--- src/rtl/collision_detect.sv ---
// Dino/obstacle collision detector: aligns write-pass pixel tags with sprite ROM
// opacity, counts opaque overlaps per frame and latches a collision when a frame crosses HIT_THRESH.
module collision_detect #(
   parameter int unsigned ROM_LAT    = 2,
   parameter int unsigned HIT_THRESH = 4
) (
   input  logic       Clk50,
   input  logic       Reset_n,
   input  logic       frame_start,
   input  logic       pixel_valid,
   input  logic [9:0] WriteX,
   input  logic [9:0] WriteY,
   input  logic       dino_on_wr,
   input  logic       pterosaur_on_wr,
   input  logic       cactus_on_wr,
   input  logic       dino_opaque,
   input  logic       ptero_opaque,
   input  logic       cactus_opaque,
   input  logic       restart,
   output logic       Dead,
   output logic [9:0] hit_x,
   output logic [9:0] hit_y,
   output logic [1:0] hit_src,
   output logic [7:0] overlap_count
);

   localparam int unsigned XW = 10;
   localparam int unsigned CW = 8;
   localparam int unsigned PW = 2 + 2 * XW + 3;

   localparam logic [1:0] S_IDLE = 2'b00;
   localparam logic [1:0] S_SCAN = 2'b01;
   localparam logic [1:0] S_DEAD = 2'b10;

   logic [PW-1:0] r_pipe [ROM_LAT];
   logic [PW-1:0] w_pipe_in;
   logic [PW-1:0] w_pipe_out;
   logic          w_fs_d, w_pv_d, w_dino_d, w_pt_d, w_ca_d;
   logic [XW-1:0] w_x_d, w_y_d;
   logic          w_pt_hit, w_ca_hit, w_overlap;
   logic [1:0]    w_src;

   logic [1:0]    r_state, w_state_nxt;
   logic [CW-1:0] r_cnt, w_cnt_nxt;
   logic [XW-1:0] r_sh_x, w_sh_x_nxt;
   logic [XW-1:0] r_sh_y, w_sh_y_nxt;
   logic [1:0]    r_sh_src, w_sh_src_nxt;
   logic          r_dead, w_dead_nxt;
   logic [XW-1:0] r_hit_x, w_hit_x_nxt;
   logic [XW-1:0] r_hit_y, w_hit_y_nxt;
   logic [1:0]    r_hit_src, w_hit_src_nxt;
   logic [CW-1:0] r_oc, w_oc_nxt;

   assign w_pipe_in  = {frame_start, pixel_valid, WriteX, WriteY,
                        dino_on_wr, pterosaur_on_wr, cactus_on_wr};
   assign w_pipe_out = r_pipe[ROM_LAT-1];
   assign {w_fs_d, w_pv_d, w_x_d, w_y_d, w_dino_d, w_pt_d, w_ca_d} = w_pipe_out;

   assign w_pt_hit  = w_pt_d & ptero_opaque;
   assign w_ca_hit  = w_ca_d & cactus_opaque;
   assign w_src     = {w_ca_hit, w_pt_hit};
   assign w_overlap = w_pv_d & w_dino_d & dino_opaque & (w_pt_hit | w_ca_hit);

   // Tag delay line matching the sprite ROM read latency
   always_ff @(posedge Clk50 or negedge Reset_n) begin
      if (!Reset_n) begin
         for (int i = 0; i < int'(ROM_LAT); i++) r_pipe[i] <= '0;
      end else if (restart) begin
         for (int i = 0; i < int'(ROM_LAT); i++) r_pipe[i] <= '0;
      end else begin
         r_pipe[0] <= w_pipe_in;
         for (int i = 1; i < int'(ROM_LAT); i++) r_pipe[i] <= r_pipe[i-1];
      end
   end

   always_ff @(posedge Clk50 or negedge Reset_n) begin
      if (!Reset_n) begin
         r_state   <= S_IDLE;
         r_cnt     <= '0;
         r_sh_x    <= '0;
         r_sh_y    <= '0;
         r_sh_src  <= '0;
         r_dead    <= 1'b0;
         r_hit_x   <= '0;
         r_hit_y   <= '0;
         r_hit_src <= '0;
         r_oc      <= '0;
      end else begin
         r_state   <= w_state_nxt;
         r_cnt     <= w_cnt_nxt;
         r_sh_x    <= w_sh_x_nxt;
         r_sh_y    <= w_sh_y_nxt;
         r_sh_src  <= w_sh_src_nxt;
         r_dead    <= w_dead_nxt;
         r_hit_x   <= w_hit_x_nxt;
         r_hit_y   <= w_hit_y_nxt;
         r_hit_src <= w_hit_src_nxt;
         r_oc      <= w_oc_nxt;
      end
   end

   // A frame_start_d pixel that overlaps belongs to the frame it opens
   always_comb begin
      w_state_nxt   = r_state;
      w_cnt_nxt     = r_cnt;
      w_sh_x_nxt    = r_sh_x;
      w_sh_y_nxt    = r_sh_y;
      w_sh_src_nxt  = r_sh_src;
      w_dead_nxt    = r_dead;
      w_hit_x_nxt   = r_hit_x;
      w_hit_y_nxt   = r_hit_y;
      w_hit_src_nxt = r_hit_src;
      w_oc_nxt      = r_oc;
      if (restart) begin
         w_state_nxt   = S_IDLE;
         w_cnt_nxt     = '0;
         w_sh_x_nxt    = '0;
         w_sh_y_nxt    = '0;
         w_sh_src_nxt  = '0;
         w_dead_nxt    = 1'b0;
         w_hit_x_nxt   = '0;
         w_hit_y_nxt   = '0;
         w_hit_src_nxt = '0;
         w_oc_nxt      = '0;
      end else begin
         case (r_state)
            S_IDLE: begin
               if (w_fs_d) begin
                  w_state_nxt = S_SCAN;
                  if (w_overlap) begin
                     w_cnt_nxt    = CW'(1);
                     w_sh_x_nxt   = w_x_d;
                     w_sh_y_nxt   = w_y_d;
                     w_sh_src_nxt = w_src;
                  end
               end
            end
            S_SCAN: begin
               if (w_fs_d) begin
                  w_oc_nxt = r_cnt;
                  if (r_cnt >= CW'(HIT_THRESH)) begin
                     w_state_nxt   = S_DEAD;
                     w_dead_nxt    = 1'b1;
                     w_hit_x_nxt   = r_sh_x;
                     w_hit_y_nxt   = r_sh_y;
                     w_hit_src_nxt = r_sh_src;
                  end else if (w_overlap) begin
                     w_cnt_nxt    = CW'(1);
                     w_sh_x_nxt   = w_x_d;
                     w_sh_y_nxt   = w_y_d;
                     w_sh_src_nxt = w_src;
                  end else begin
                     w_cnt_nxt    = '0;
                     w_sh_x_nxt   = '0;
                     w_sh_y_nxt   = '0;
                     w_sh_src_nxt = '0;
                  end
               end else if (w_overlap) begin
                  if (r_cnt != {CW{1'b1}}) w_cnt_nxt = r_cnt + CW'(1);
                  if (r_cnt == '0) begin
                     w_sh_x_nxt   = w_x_d;
                     w_sh_y_nxt   = w_y_d;
                     w_sh_src_nxt = w_src;
                  end
               end
            end
            S_DEAD: begin
               w_dead_nxt = 1'b1;
            end
            default: begin
               w_state_nxt = S_IDLE;
            end
         endcase
      end
   end

   assign Dead          = r_dead;
   assign hit_x         = r_hit_x;
   assign hit_y         = r_hit_y;
   assign hit_src       = r_hit_src;
   assign overlap_count = r_oc;

endmodule

--- config.mk ---
export PLATFORM = sky130hd
export DESIGN_NAME = collision_detect
export DESIGN_NICKNAME = d
export VERILOG_FILES = /design/src/rtl/collision_detect.sv
export SDC_FILE = /design/constraint.sdc
export NUM_CORES = 1
export LEC_CHECK = 0
export BUFFER_PORTS_ARGS = -buffer_cell sky130_fd_sc_hd__buf_4
export CELL_PAD_IN_SITES_DETAIL_PLACEMENT = 0
export CELL_PAD_IN_SITES_GLOBAL_PLACEMENT = 1
export CORE_MARGIN = 5
export CORE_UTILIZATION = 35
export CTS_CLUSTER_DIAMETER = 150
export DETAILED_ROUTE_END_ITERATION = 10
export PLACE_DENSITY = 0.64
export SYNTH_ARGS = -nofsm -noshare
export SYNTH_HDL_FRONTEND = slang
export SYNTH_SLANG_ARGS = --single-unit
export TNS_END_PERCENT = 5
--- constraint.sdc ---
create_clock -name Clk50 -period 1.76 [get_ports Clk50]
set_input_delay 0.352 -clock Clk50 [delete_from_list [all_inputs] [get_ports Clk50]]
set_output_delay 0.352 -clock Clk50 [all_outputs]
set_load 0.03 [all_outputs]
After elaboration in Yosys (flattened, before gate mapping)
Cells that the tools add are included.

operators by class
  add/subtract/negate cells = 1
  order comparisons = 1
  eq/ne operators = 12
  multiplexer cells = 61
  bitwise gates (word level) = 6
  reduce and logical (&&, ||, !) cells = 13

operators by type and width
  operator                                                               number
  10-bit 2-to-1 mux                                                      24
  8-bit 2-to-1 mux                                                       10
  50-bit 2-to-1 mux                                                      1
  10-bit one-hot mux with 2 select lines                                 2
  2-bit 2-to-1 mux                                                       16
  4-bit inequality test, second input constant                           4
  8-bit one-hot mux with 2 select lines                                  1
  3-bit inequality test, second input constant                           4
  6-bit AND reduction                                                    2
  8-bit by 1-bit adder with 8-bit output, second input constant          1
  8-bit by 3-bit >= comparator with 1-bit output, second input constant  1
  8-bit logical NOT                                                      1
  8-bit inequality test, second input constant                           1
  2-bit one-hot mux with 3 select lines                                  1
  3-bit AND reduction                                                    2
  2-bit nonzero test                                                     3
  3-bit nonzero test                                                     2
  1-bit AND                                                              5
  1-bit 2-to-1 mux                                                       4
  2-bit one-hot mux with 2 select lines                                  1
  4-bit AND reduction                                                    1
  2-bit by 1-bit equality test with 1-bit output, second input constant  1
  2-bit equality test, second input constant                             1
  2-bit logical NOT                                                      1
  4 further kinds                                                        4

word-level totals
  register bits = 113
  logic and storage cells = 106

Depth between registers and ports, before layout
Gate-level depths: netlist of run 1.

  depth in word-level cells = 8
  gate-level depth with buffers = 7
  depth with buffers taken out = 6

Least setup slack after synthesis of run 1
Ideal clock, no wire load.

  path kind = flip-flop to flip-flop
  start = register r_cnt[5]
  end = register r_cnt[0]
  setup time = 125 ps
  arrival = 1640 ps
  data required time = 1635 ps
  slack = -5 ps
  cell stages (with the launch flop) = 7
  path buffers = 1
  period minus slack after synthesis = 1765 ps
  cell sequence = dfrtp_1 > nor4_4 > a41o_1 > o21a_1 > buf_4 > o21ai_2 > mux2_4

on the way
  cells in the longest elaborated chain, start to end = 3
  elaborated cells between the ends (all ways) = 5
  classes of those cells = order compare (1); eq/ne (3); reduce/logical (1)

ends and longest elaborated chain
  what                                                                                     RTL line  source
  from (decl)                                                                              44        logic [CW-1:0] r_cnt, w_cnt_nxt;
  from (signal assigned)                                                                   90        r_cnt <= w_cnt_nxt;
  8-bit by 3-bit >= comparator with 1-bit output or 8-bit inequality test (tied branches)  141, 159
  4-bit inequality test (no source line)                                                   -
  6-bit AND reduction (no source line) (*)                                                 -

Mark *: on every way between the ends. The rest lies on a longest branch, timed or not.
A chain may end at the register's enable or synchronous reset.

Worst setup path in the final report of run 1
Ends and elaborated chain as after synthesis.

==> results of run 1 <==
## through the flow
step | instances | TNS (ns) | utilization | cell area, µm² | hold WS (ns)
detailed placement | 606 | -3.17 | 0.428 | 5160 | 0.288
floorplan | 372 | 0 | - | 4340 | 0.0564
finish | 643 | 0 | 0.489 | 5900 | 0.160
global placement | 606 | -2.35 | 0.428 | 5160 | 0.289
CTS | 640 | -0.0165 | 0.483 | 5830 | 0.146
global route | 643 | -1.06 | 0.489 | 5900 | 0.153
## cell usage in the layout (no fill, tap or decap), types with 4 or more instances in the layout
cell	n
sky130_fd_sc_hd__nand2_1	61
sky130_fd_sc_hd__o21ai_1	6
sky130_fd_sc_hd__dfrtp_1	113
sky130_fd_sc_hd__a22o_1	24
sky130_fd_sc_hd__clkinv_4	4
sky130_fd_sc_hd__nor2b_1	51
sky130_fd_sc_hd__buf_12	4
sky130_fd_sc_hd__nor2_1	6
sky130_fd_sc_hd__clkbuf_16	17
sky130_fd_sc_hd__buf_4	87
sky130_fd_sc_hd__inv_1	4
sky130_fd_sc_hd__nand3_1	4
sky130_fd_sc_hd__bufinv_16	4
sky130_fd_sc_hd__a21oi_1	16
sky130_fd_sc_hd__o21ai_0	24
sky130_fd_sc_hd__inv_6	4
## routing by layer
layer  track usage  vias to the layer above
met5             0                        -
met1         0.202                     1313
met2         0.158                       63
li1              -                     1460
met4        0.0567                        0
met3        0.0392                       11
## registers in the layout (all words and copies together), names as in the netlist
name and count:
overlap_count 8, Dead 1, r_pipe 25, r_state 2
hit_y 10, r_sh_x 10, hit_src 2, r_sh_y 10
r_cnt 8, w_pipe_out 25, hit_x 10, r_sh_src 2
## cells by family (layout without fill, tap and decap cells)
logic type / count (synthesis) / count (layout) / synth area share
and+or+nand+nor: 140 / 141 / 0.169
DFF: 113 / 113 / 0.652
muxes: 1 / 1 / 0.00346
AOI/OAI and AO/OA: 86 / 86 / 0.134
buffers and inverters: 29 / 131 / 0.0337
xor gates and xnor gates: 1 / 1 / 0.00202
adders and majority gates: 2 / 2 / 0.00577
## how the worst max path moves through the flow
stage,startpoint,to,depth (start not counted)
after global routing,r_cnt[5]$_DFFE_PN0P_,r_cnt[7]$_DFFE_PN0P_,6
after detailed placement,restart,hit_y[3]$_DFFE_PN0P_,4
final,r_cnt[5]$_DFFE_PN0P_,r_cnt[0]$_DFFE_PN0P_,5
after CTS,r_cnt[2]$_DFFE_PN0P_,r_sh_src[1]$_DFFE_PN0P_,6
after global placement,restart,hit_y[4]$_DFFE_PN0P_,4
after floorplan,r_cnt[3]$_DFFE_PN0P_,r_cnt[0]$_DFFE_PN0P_,7
## cell type report
type / count / area [µm²] / area share
clock buffers: 18 / 429 / 0.0727
multi-input cells: 231 / 1440 / 0.243
well taps: 168 / 210 / 0.0356
flip-flops and latches: 113 / 2830 / 0.479
inverters: 4 / 15.0 / 0.00255
repair buffers: 95 / 777 / 0.132
clock inverters: 14 / 205 / 0.0348
## power by group through the flow
stage	clock (W)	combinational [W]	sequential, W
floorplan	0	0.000144	0.00274
global placement	0	0.000303	0.00275
detailed placement	0	0.000306	0.00275
CTS	0.00371	0.000311	0.00270
global route	0.00384	0.000356	0.00271
finish	0.00364	0.000313	0.00270
## timing repair
item,CTS,global route
endpoints found under the hold margin,25,0
cloned,1,0
endpoints found under the setup margin,23,50
gates resized for setup,3,16
pin swaps,1,7
hold buffers,1,0
setup buffers,0,3
## critical path: cells and delay by family, from the launching register on
| kind | cells | cell delay [ns] |
|---|---|---|
| flops | 1 | 0.41 |
| compound gates | 3 | 0.52 |
| simple gates | 1 | 0.37 |
| mux | 1 | 0.29 |
==> flow_summary.json, run 1 <==
{
  "via_count": 2847,
  "run_status": "finished clean",
  "rows": 40,
  "clock_sinks": 113,
  "worstSkewPairLatency_ns": 0.41,
  "final_period_minus_worst_setup_slack_ns": 1.71,
  "yosys_register_bits": 113,
  "ys_top_cells_by_count": "sky130_fd_sc_hd__dfrtp_1, sky130_fd_sc_hd__nand2_1, sky130_fd_sc_hd__nor2b_1",
  "htreeDepth": 4,
  "drtIter0Drc": 177,
  "dieHeight_um": 121,
  "syn_inst": 372,
  "p_comb_frac": 0.047,
  "route.top_layer_used": "met4",
  "power.density_nw_per_um2": 1130,
  "min_delay_path_depth": 2,
  "total_power_w": 0.00665,
  "final-hold-violation-count": 0,
  "number_of_drc_violations_after_detailed_routing": 0,
  "postSynthAreaPerCell_um2": 11.7,
  "crit_path_cell_trace": "nor4_4 > a41o_1 > o21a_1 > o21ai_2 > mux2_4",
  "num_antenna_cells": 0,
  "track_usage": 0.129,
  "slew_limit_headroom": 0.581,
  "synth_top_area_share": 0.652,
  "grt_first_pass_wirelength_um": 14800,
  "synth_async_sr_flop_share": 1.00,
  "grt_setup_unrepaired": "yes",
  "synth_largest_area_cell": "sky130_fd_sc_hd__dfrtp_1",
  "drt_pre_antenna_iters": 4,
  "power.static_leakage_nw": 2.75,
  "dr_wl_met3_um": 405,
  "max_slew_violation_count": 0,
  "fmaxAchievable_ghz": 0.585,
  "synth.distinct_cells": 39,
  "final_global_route_overflow_total": 0,
  "cts_tree": "built",
  "number_of_antenna_violations_at_the_first_check_in_global_routing": 0,
  "synth.most_common_cell": "sky130_fd_sc_hd__dfrtp_1",
  "num_io_pins": 62,
  "postSynth.topFlopCell": "sky130_fd_sc_hd__dfrtp_1",
  "critPathMaxFanout": 3,
  "clock_skew_ns": 0.00713,
  "worst_ir_drop_vdd_uv": 651,
  "clkPwrFrac": 0.547,
  "synth-warning-count": 0,
  "regToRegStartpoint": "r_cnt[5]$_DFFE_PN0P_",
  "place.detailed.hpwl_um": 5950,
  "critical_path_class": "reg2reg",
  "worstHoldStart": "WriteY[1]",
  "final.setup.worst_slack_ns": 0.0499,
  "viasPerCell": 4.43,
  "die_width_um": 121,
  "share_seq_of_total_power": 0.406,
  "nets": 495,
  "switchingPower_w": 0.00145,
  "post_synth_instance_area_um2": 4340,
  "layout-drive-gt1-share": 0.301,
  "drtAntennaViolNets": 0,
  "seq_area_frac_synth": 0.652,
  "clock_tree.buffer_depth": 2,
  "netSwitchingFraction": 0.217,
  "dieArea_um2": 14700,
  "m1_wire_length_um": 4890,
  "synth_enable_flop_cells": 0,
  "timing.critical_path.arrival_ns": 2.00,
  "final_setup_violation_count": 0,
  "intPower_w": 0.00521,
  "drv.max_cap_violation_count": 0,
  "floorplan.initialDensity": 0.360,
  "worst_path_max_delay_cell": "sky130_fd_sc_hd__dfrtp_1",
  "hold_class": "in2reg",
  "worstSetupStartpointType": "flip-flop",
  "numPortBuffers": 61,
  "grt_max_degree": 61,
  "max_stage_delay_ns": 0.41,
  "root_buffer": "sky130_fd_sc_hd__clkbuf_16",
  "synthTopCellsByArea": "sky130_fd_sc_hd__dfrtp_1, sky130_fd_sc_hd__nor2b_1, sky130_fd_sc_hd__nand2_1",
  "num-fill-cells": 1119,
  "preCtsSetupSlack_ns": -0.131,
  "timing.reg2reg.setup_slack_ns": 0.05,
  "number_of_global_route_vias_before_repair": 2814,
  "reg2reg_to": "r_cnt[0]$_DFFE_PN0P_",
  "cp.required_ns": 2.05,
  "wl_met2_um": 3430,
  "min_period_over_period": 0.972,
  "timing.hold.worst_endpoint": "r_pipe[29]$_DFF_PN0_",
  "core_area_um2": 12100,
  "timing.reg2reg.worst_path_depth": 5,
  "area_growth_synth_to_finish_pct": 36.0,
  "route.detailed.wl_per_inst_um": 13.8,
  "worst-slew-pin-transition_ns": 0.625,
  "end_kind": "flip-flop",
  "cts_buffers": 17,
  "routabilityCongestion": 0.794,
  "syn-num-nets": 405,
  "clkTransAtPathRegs_ns": 0.06,
  "postRouteWirelength_um": 8850
}
No activity file was read; power rests on OpenSTA's default activity.
==> run 2: changes to the inputs <==
CORE_UTILIZATION = 41   (was 35)
PLACE_DENSITY = 0.73   (was 0.64)
==> flow_summary.json, run 2 (same netlist as run 1, synthesis figures left out) <==
{
  "dieHeight_um": 113,
  "num_io_pins": 62,
  "root_buffer": "sky130_fd_sc_hd__clkbuf_8",
  "die_width_um": 113,
  "numPortBuffers": 61,
  "clock_sinks": 113,
  "number_of_global_route_vias_before_repair": 2864,
  "critPathMaxFanout": 6,
  "dieArea_um2": 12700,
  "drtAntennaViolNets": 0,
  "final.setup.worst_slack_ns": 0.0675,
  "worst_ir_drop_vdd_uv": 460,
  "nets": 491,
  "timing.critical_path.arrival_ns": 2.08,
  "route.detailed.wl_per_inst_um": 13.8,
  "routabilityCongestion": 0.793,
  "place.detailed.hpwl_um": 5690,
  "power.static_leakage_nw": 2.71,
  "worstSetupStartpointType": "flip-flop",
  "cts_tree": "built",
  "final_setup_violation_count": 0,
  "critical_path_class": "reg2reg",
  "num_antenna_cells": 0,
  "number_of_antenna_violations_at_the_first_check_in_global_routing": 0,
  "grt_first_pass_wirelength_um": 14500,
  "layout-drive-gt1-share": 0.293,
  "final_period_minus_worst_setup_slack_ns": 1.69,
  "clock_skew_ns": 0.00420,
  "grt_max_degree": 54,
  "most-common-layout-cells": "sky130_fd_sc_hd__dfrtp_1, sky130_fd_sc_hd__buf_4, sky130_fd_sc_hd__nand2_1",
  "grt_setup_unrepaired": "yes",
  "final_global_route_overflow_total": 0,
  "power.density_nw_per_um2": 1110,
  "htreeDepth": 4,
  "fmaxAchievable_ghz": 0.591,
  "end_kind": "flip-flop",
  "hold_class": "in2reg",
  "core_area_um2": 10300,
  "via_count": 2843,
  "slew_limit_headroom": 0.539,
  "clkTransAtPathRegs_ns": 0.05,
  "postRouteWirelength_um": 8360,
  "cp.required_ns": 2.14,
  "place.detailed.instances": 572,
  "rows": 37,
  "worst-slew-pin-transition_ns": 0.686,
  "cts_buffers": 17,
  "drtIter0Drc": 141,
  "drt_pre_antenna_iters": 4,
  "track_usage": 0.143,
  "viasPerCell": 4.68,
  "fin_cells": 607,
  "run_status": "finished clean",
  "floorplan.initialDensity": 0.420,
  "holdWs_ns": 0.0682,
  "worstSkewPairLatency_ns": 0.50,
  "min_period_over_period": 0.962,
  "timing.reg2reg.setup_slack_ns": 0.07,
  "area_growth_synth_to_finish_pct": 33.2,
  "clock_tree.buffer_depth": 2,
  "drv.max_cap_violation_count": 0,
  "max_slew_violation_count": 0,
  "preCtsSetupSlack_ns": -0.139,
  "number_of_drc_violations_after_detailed_routing": 0,
  "final-hold-violation-count": 0,
  "final_common_cell": "sky130_fd_sc_hd__dfrtp_1"
}
-- run 2: changes by cell type in the layout (fill, tap and decap cells not counted), moves of 3 or more --
cell,before,now
sky130_fd_sc_hd__clkbuf_8,0,4
sky130_fd_sc_hd__o21ai_1,6,1
sky130_fd_sc_hd__buf_6,3,0
sky130_fd_sc_hd__o21ai_0,24,29
sky130_fd_sc_hd__inv_6,4,1
-- run 2: worst max-delay path, cell delays in order, from the launching register on --
cell	delay [ns]
sky130_fd_sc_hd__dfrtp_2	0.44
sky130_fd_sc_hd__or4b_4	0.48
sky130_fd_sc_hd__buf_4	0.16
sky130_fd_sc_hd__o21ai_2	0.18
sky130_fd_sc_hd__mux2_4	0.31
-- run 2: what timing repair did --
action,4_1_cts,5_1_grt
endpoints found under the setup margin,22,47
endpoints found under the hold margin,26,0
hold buffers,1,0
pin swaps,1,2
resized for setup,3,6
cloned,1,0
setup buffers,0,1
-- run 2: through the flow --
step                       util  setup TNS, ns  total power (W)  cell area (µm²)
after global routing      0.560        -0.0377          0.00667             5780
after detailed placement  0.494          -2.96          0.00305             5100
after CTS                 0.557              0          0.00651             5750
final                     0.560              0          0.00642             5780
after floorplan               -              0          0.00288             4340
after global placement    0.494          -1.75          0.00304             5100
-- run 2: power breakdown --
part / internal [W] / switching (W)
clock: 0.00227 / 0.00114
sequential: 0.00267 / 0.0000305
combinational: 0.000138 / 0.000163
-- run 2: final timing paths --
| kind | startpoint | end | cells after the start |
|---|---|---|---|
| worst max register to register | r_state[0]$_DFFE_PN0P_ | r_cnt[0]$_DFFE_PN0P_ | 4 |
| worst max-delay path | r_state[0]$_DFFE_PN0P_ | r_cnt[0]$_DFFE_PN0P_ | 4 |
| worst min-delay path | WriteY[1] | r_pipe[29]$_DFF_PN0_ | 2 |
| max in group asynchronous | Reset_n | w_pipe_out[10]$_DFF_PN0_ | 3 |
| min in group asynchronous | Reset_n | r_pipe[49]$_DFF_PN0_ | 2 |
| worst min register to register | r_pipe[46]$_DFF_PN0_ | w_pipe_out[21]$_DFF_PN0_ | 1 |
-- run 2: layout make-up --
| cell class | count | area, µm² |
|---|---|---|
| Sequential cell | 113 | 2830 |
| Multi-Input combinational cell | 231 | 1420 |
| Tap cell | 136 | 170 |
| Clock buffer | 20 | 455 |
| Timing Repair Buffer | 91 | 736 |
| Clock inverter | 12 | 156 |
| Fill cell | 887 | 4550 |
| Inverter | 4 | 15.0 |
-- run 2: routing by layer --
| metal | GRT usage | vias to the layer above | routed length, µm | part of all wire |
|---|---|---|---|---|
| li1 | - | 1444 | - | - |
| met1 | 0.219 | 1314 | 4280 | 0.51 |
| met2 | 0.186 | 78 | 3430 | 0.41 |
| met3 | 0.0439 | 7 | 549 | 0.066 |
| met4 | 0.0625 | 0 | 101 | 0.012 |
| met5 | 0 | - | 0 | 0 |
==> run 3: changes to the inputs <==
ABC_AREA = 1   (was not set)
CORE_UTILIZATION = 39   (was 41)
PLACE_DENSITY = 0.72   (was 0.73)
==> flow_summary.json, run 3 <==
{
  "worst_path_max_delay_cell": "sky130_fd_sc_hd__dfrtp_1",
  "holdWs_ns": 0.152,
  "num-fill-cells": 1121,
  "most-common-layout-cells": "sky130_fd_sc_hd__dfrtp_1, sky130_fd_sc_hd__inv_1, sky130_fd_sc_hd__nand2_1",
  "die_width_um": 120,
  "critical_path_class": "reg2reg",
  "synthTopCellsByArea": "sky130_fd_sc_hd__dfrtp_1, sky130_fd_sc_hd__inv_1, sky130_fd_sc_hd__nand2_1",
  "drtAntennaViolNets": 0,
  "drtIter0Drc": 167,
  "area_occupied_by_registers_um2": 2830,
  "postSynthAreaPerCell_um2": 9.25,
  "num_antenna_cells": 0,
  "htreeDepth": 4,
  "number_of_global_route_vias_before_repair": 3358,
  "viasPerCell": 4.44,
  "slew_limit_headroom": 0.616,
  "syn_inst": 511,
  "total_power_w": 0.00711,
  "place.detailed.hpwl_um": 6390,
  "max_stage_delay_ns": 0.42,
  "min_period_over_period": 0.947,
  "synth.distinct_cells": 26,
  "final_design_area_no_fill_um2": 6070,
  "grt_max_degree": 58,
  "ys_top_cells_by_count": "sky130_fd_sc_hd__dfrtp_1, sky130_fd_sc_hd__inv_1, sky130_fd_sc_hd__nand2_1",
  "hold_class": "in2reg",
  "post_synth_instance_area_um2": 4730,
  "grt_first_pass_wirelength_um": 16100,
  "seq_area_frac_synth": 0.598,
  "final_common_cell": "sky130_fd_sc_hd__dfrtp_1",
  "postRouteWirelength_um": 9240,
  "worstSkewPairLatency_ns": 0.41,
  "synth_top_area_share": 0.598,
  "crit_family": "simple AND/OR/NAND/NOR gates",
  "critical_path_buffers_and_inverters": 0,
  "num_io_pins": 62,
  "run_status": "finished clean",
  "final_global_route_overflow_total": 0,
  "root_buffer": "sky130_fd_sc_hd__clkbuf_16",
  "syn-num-nets": 544,
  "grt_setup_unrepaired": "yes",
  "routabilityCongestion": 0.848,
  "final-hold-violation-count": 0,
  "track_usage": 0.142,
  "fmaxAchievable_ghz": 0.600,
  "number_of_antenna_violations_at_the_first_check_in_global_routing": 0,
  "clkTransAtPathRegs_ns": 0.06,
  "cp.required_ns": 2.05,
  "critPathMaxFanout": 44,
  "area_growth_synth_to_finish_pct": 28.3,
  "dpl_cell_area_um2": 5410,
  "synth_enable_flop_cells": 0,
  "yosys_register_bits": 113,
  "route.detailed.wl_per_inst_um": 12.4,
  "drv.max_cap_violation_count": 0,
  "dieArea_um2": 14400,
  "cts_buffers": 17,
  "power.static_leakage_nw": 3.04,
  "synth_async_sr_flop_share": 1.00,
  "max_slew_violation_count": 0,
  "clock_skew_ns": 0.00624,
  "crit_path_cell_trace": "nor2_1 > nand3_2 > nand2_2 > nand2_2 > nor2_8 > nand2_8 > nand2_1 > o21ai_2",
  "final_period_minus_worst_setup_slack_ns": 1.67,
  "floorplan.initialDensity": 0.395,
  "multi_input_area_um2": 1450,
  "numPortBuffers": 61,
  "worst_ir_drop_vdd_uv": 655,
  "postSynth.topFlopCell": "sky130_fd_sc_hd__dfrtp_1",
  "nets": 620,
  "core_area_um2": 12000,
  "synth-warning-count": 0,
  "synth.most_common_cell": "sky130_fd_sc_hd__dfrtp_1",
  "synth_largest_area_cell": "sky130_fd_sc_hd__dfrtp_1",
  "via_count": 3313,
  "final_setup_violation_count": 0,
  "worst-slew-pin-transition_ns": 0.576,
  "critical_path.most_common_cell": "sky130_fd_sc_hd__nand2_2",
  "cts_tree": "built",
  "worstSetupStartpointType": "flip-flop",
  "rows": 40,
  "clock_sinks": 113,
  "layout-drive-gt1-share": 0.277,
  "end_kind": "flip-flop",
  "dieHeight_um": 120,
  "power.density_nw_per_um2": 1170,
  "clock_tree.buffer_depth": 2,
  "drt_pre_antenna_iters": 4,
  "timing.critical_path.arrival_ns": 1.95,
  "number_of_drc_violations_after_detailed_routing": 0
}
[run 3: cell count changes in the layout (fill, tap and decap cells not counted), moves of 24 or more]
cell	before	now
sky130_fd_sc_hd__nor2_1	6	67
sky130_fd_sc_hd__nand3_1	5	40
sky130_fd_sc_hd__inv_1	4	85
sky130_fd_sc_hd__o21ai_1	1	26
sky130_fd_sc_hd__nor2b_1	51	0
sky130_fd_sc_hd__a22o_1	24	0
[run 3: kinds of logic (layout without fill, tap and decap cells)]
family	after synthesis	count (layout)	share of synthesized area
buffers and inverters	112	201	0.0979
and+or+nand+nor	219	219	0.211
adders and majority gates	2	2	0.00529
AOI/OAI and AO/OA	65	65	0.0879
DFF	113	113	0.598
[run 3: metal layers]
| layer | wire length (µm) | track usage | vias up | part of all wire |
|---|---|---|---|---|
| li1 | - | - | 1729 | - |
| met1 | 4840 | 0.203 | 1508 | 0.52 |
| met2 | 3890 | 0.198 | 67 | 0.42 |
| met3 | 371 | 0.0471 | 9 | 0.040 |
| met4 | 136 | 0.0565 | 0 | 0.015 |
| met5 | 0 | 0 | - | 0 |
[run 3: per-stage QoR]
step / std cells / utilization / setup WS, ns / setup TNS, ns
final: 747 / 0.507 / 0.0937 / 0
after detailed placement: 714 / 0.452 / 0.0733 / 0
after global placement: 714 / 0.452 / 0.102 / 0
after global routing: 747 / 0.507 / -0.0228 / -0.138
after CTS: 747 / 0.506 / 0.0505 / 0
after floorplan: 511 / - / 0.323 / 0
[run 3: repair_timing]
item | 4_1_cts | 5_1_grt
hold buffers | 1 | 0
endpoints found under the setup margin | 0 | 24
resized for setup | 0 | 4
buffers inserted | 0 | 0
hold endpoints to repair | 39 | 0
[run 3: report_power, final]
| part | internal, W | leakage [nW] | switching, W | total [W] |
|---|---|---|---|---|
| combinational | 0.000219 | 1.20 | 0.000444 | 0.000663 |
| sequential | 0.00272 | 1.53 | 0.0000740 | 0.00280 |
| clock | 0.00243 | 0.308 | 0.00123 | 0.00365 |
| total | 0.00537 | 3.04 | 0.00174 | 0.00711 |
[run 3: worst reg2reg max path, stage by stage, from the launching register on]
cell and delay [ns]:
sky130_fd_sc_hd__dfrtp_1 0.42, sky130_fd_sc_hd__nor2_1 0.15, sky130_fd_sc_hd__nand3_2 0.15, sky130_fd_sc_hd__nand2_2 0.13, sky130_fd_sc_hd__nand2_2 0.09, sky130_fd_sc_hd__nor2_8 0.14, sky130_fd_sc_hd__nand2_8 0.23, sky130_fd_sc_hd__nand2_1 0.18
sky130_fd_sc_hd__o21ai_2 0.06
[run 3: worst paths after layout]
check                                startpoint                            to  slack (ns)  depth (start not counted)
setup / recovery           r_cnt[6]$_DFFE_PN0P_         r_sh_y[5]$_DFFE_PN0P_        0.09                          8
hold / removal                        WriteY[5]          r_pipe[33]$_DFF_PN0_        0.15                          3
setup reg to reg           r_cnt[6]$_DFFE_PN0P_         r_sh_y[5]$_DFFE_PN0P_        0.09                          8
hold reg to reg            r_pipe[37]$_DFF_PN0_      w_pipe_out[12]$_DFF_PN0_        0.45                          2
max in group asynchronous               Reset_n  overlap_count[0]$_DFFE_PN0P_        0.69                          3
min in group asynchronous               Reset_n          r_pipe[49]$_DFF_PN0_        0.47                          2
[run 3: final cells by class]
cell class	count	area share
clock buffers	18	0.0724
multi-input cells	286	0.239
clock inverters	14	0.0332
well taps	147	0.0303
inverters	91	0.0563
flip-flops and latches	113	0.466
repair buffers	78	0.103
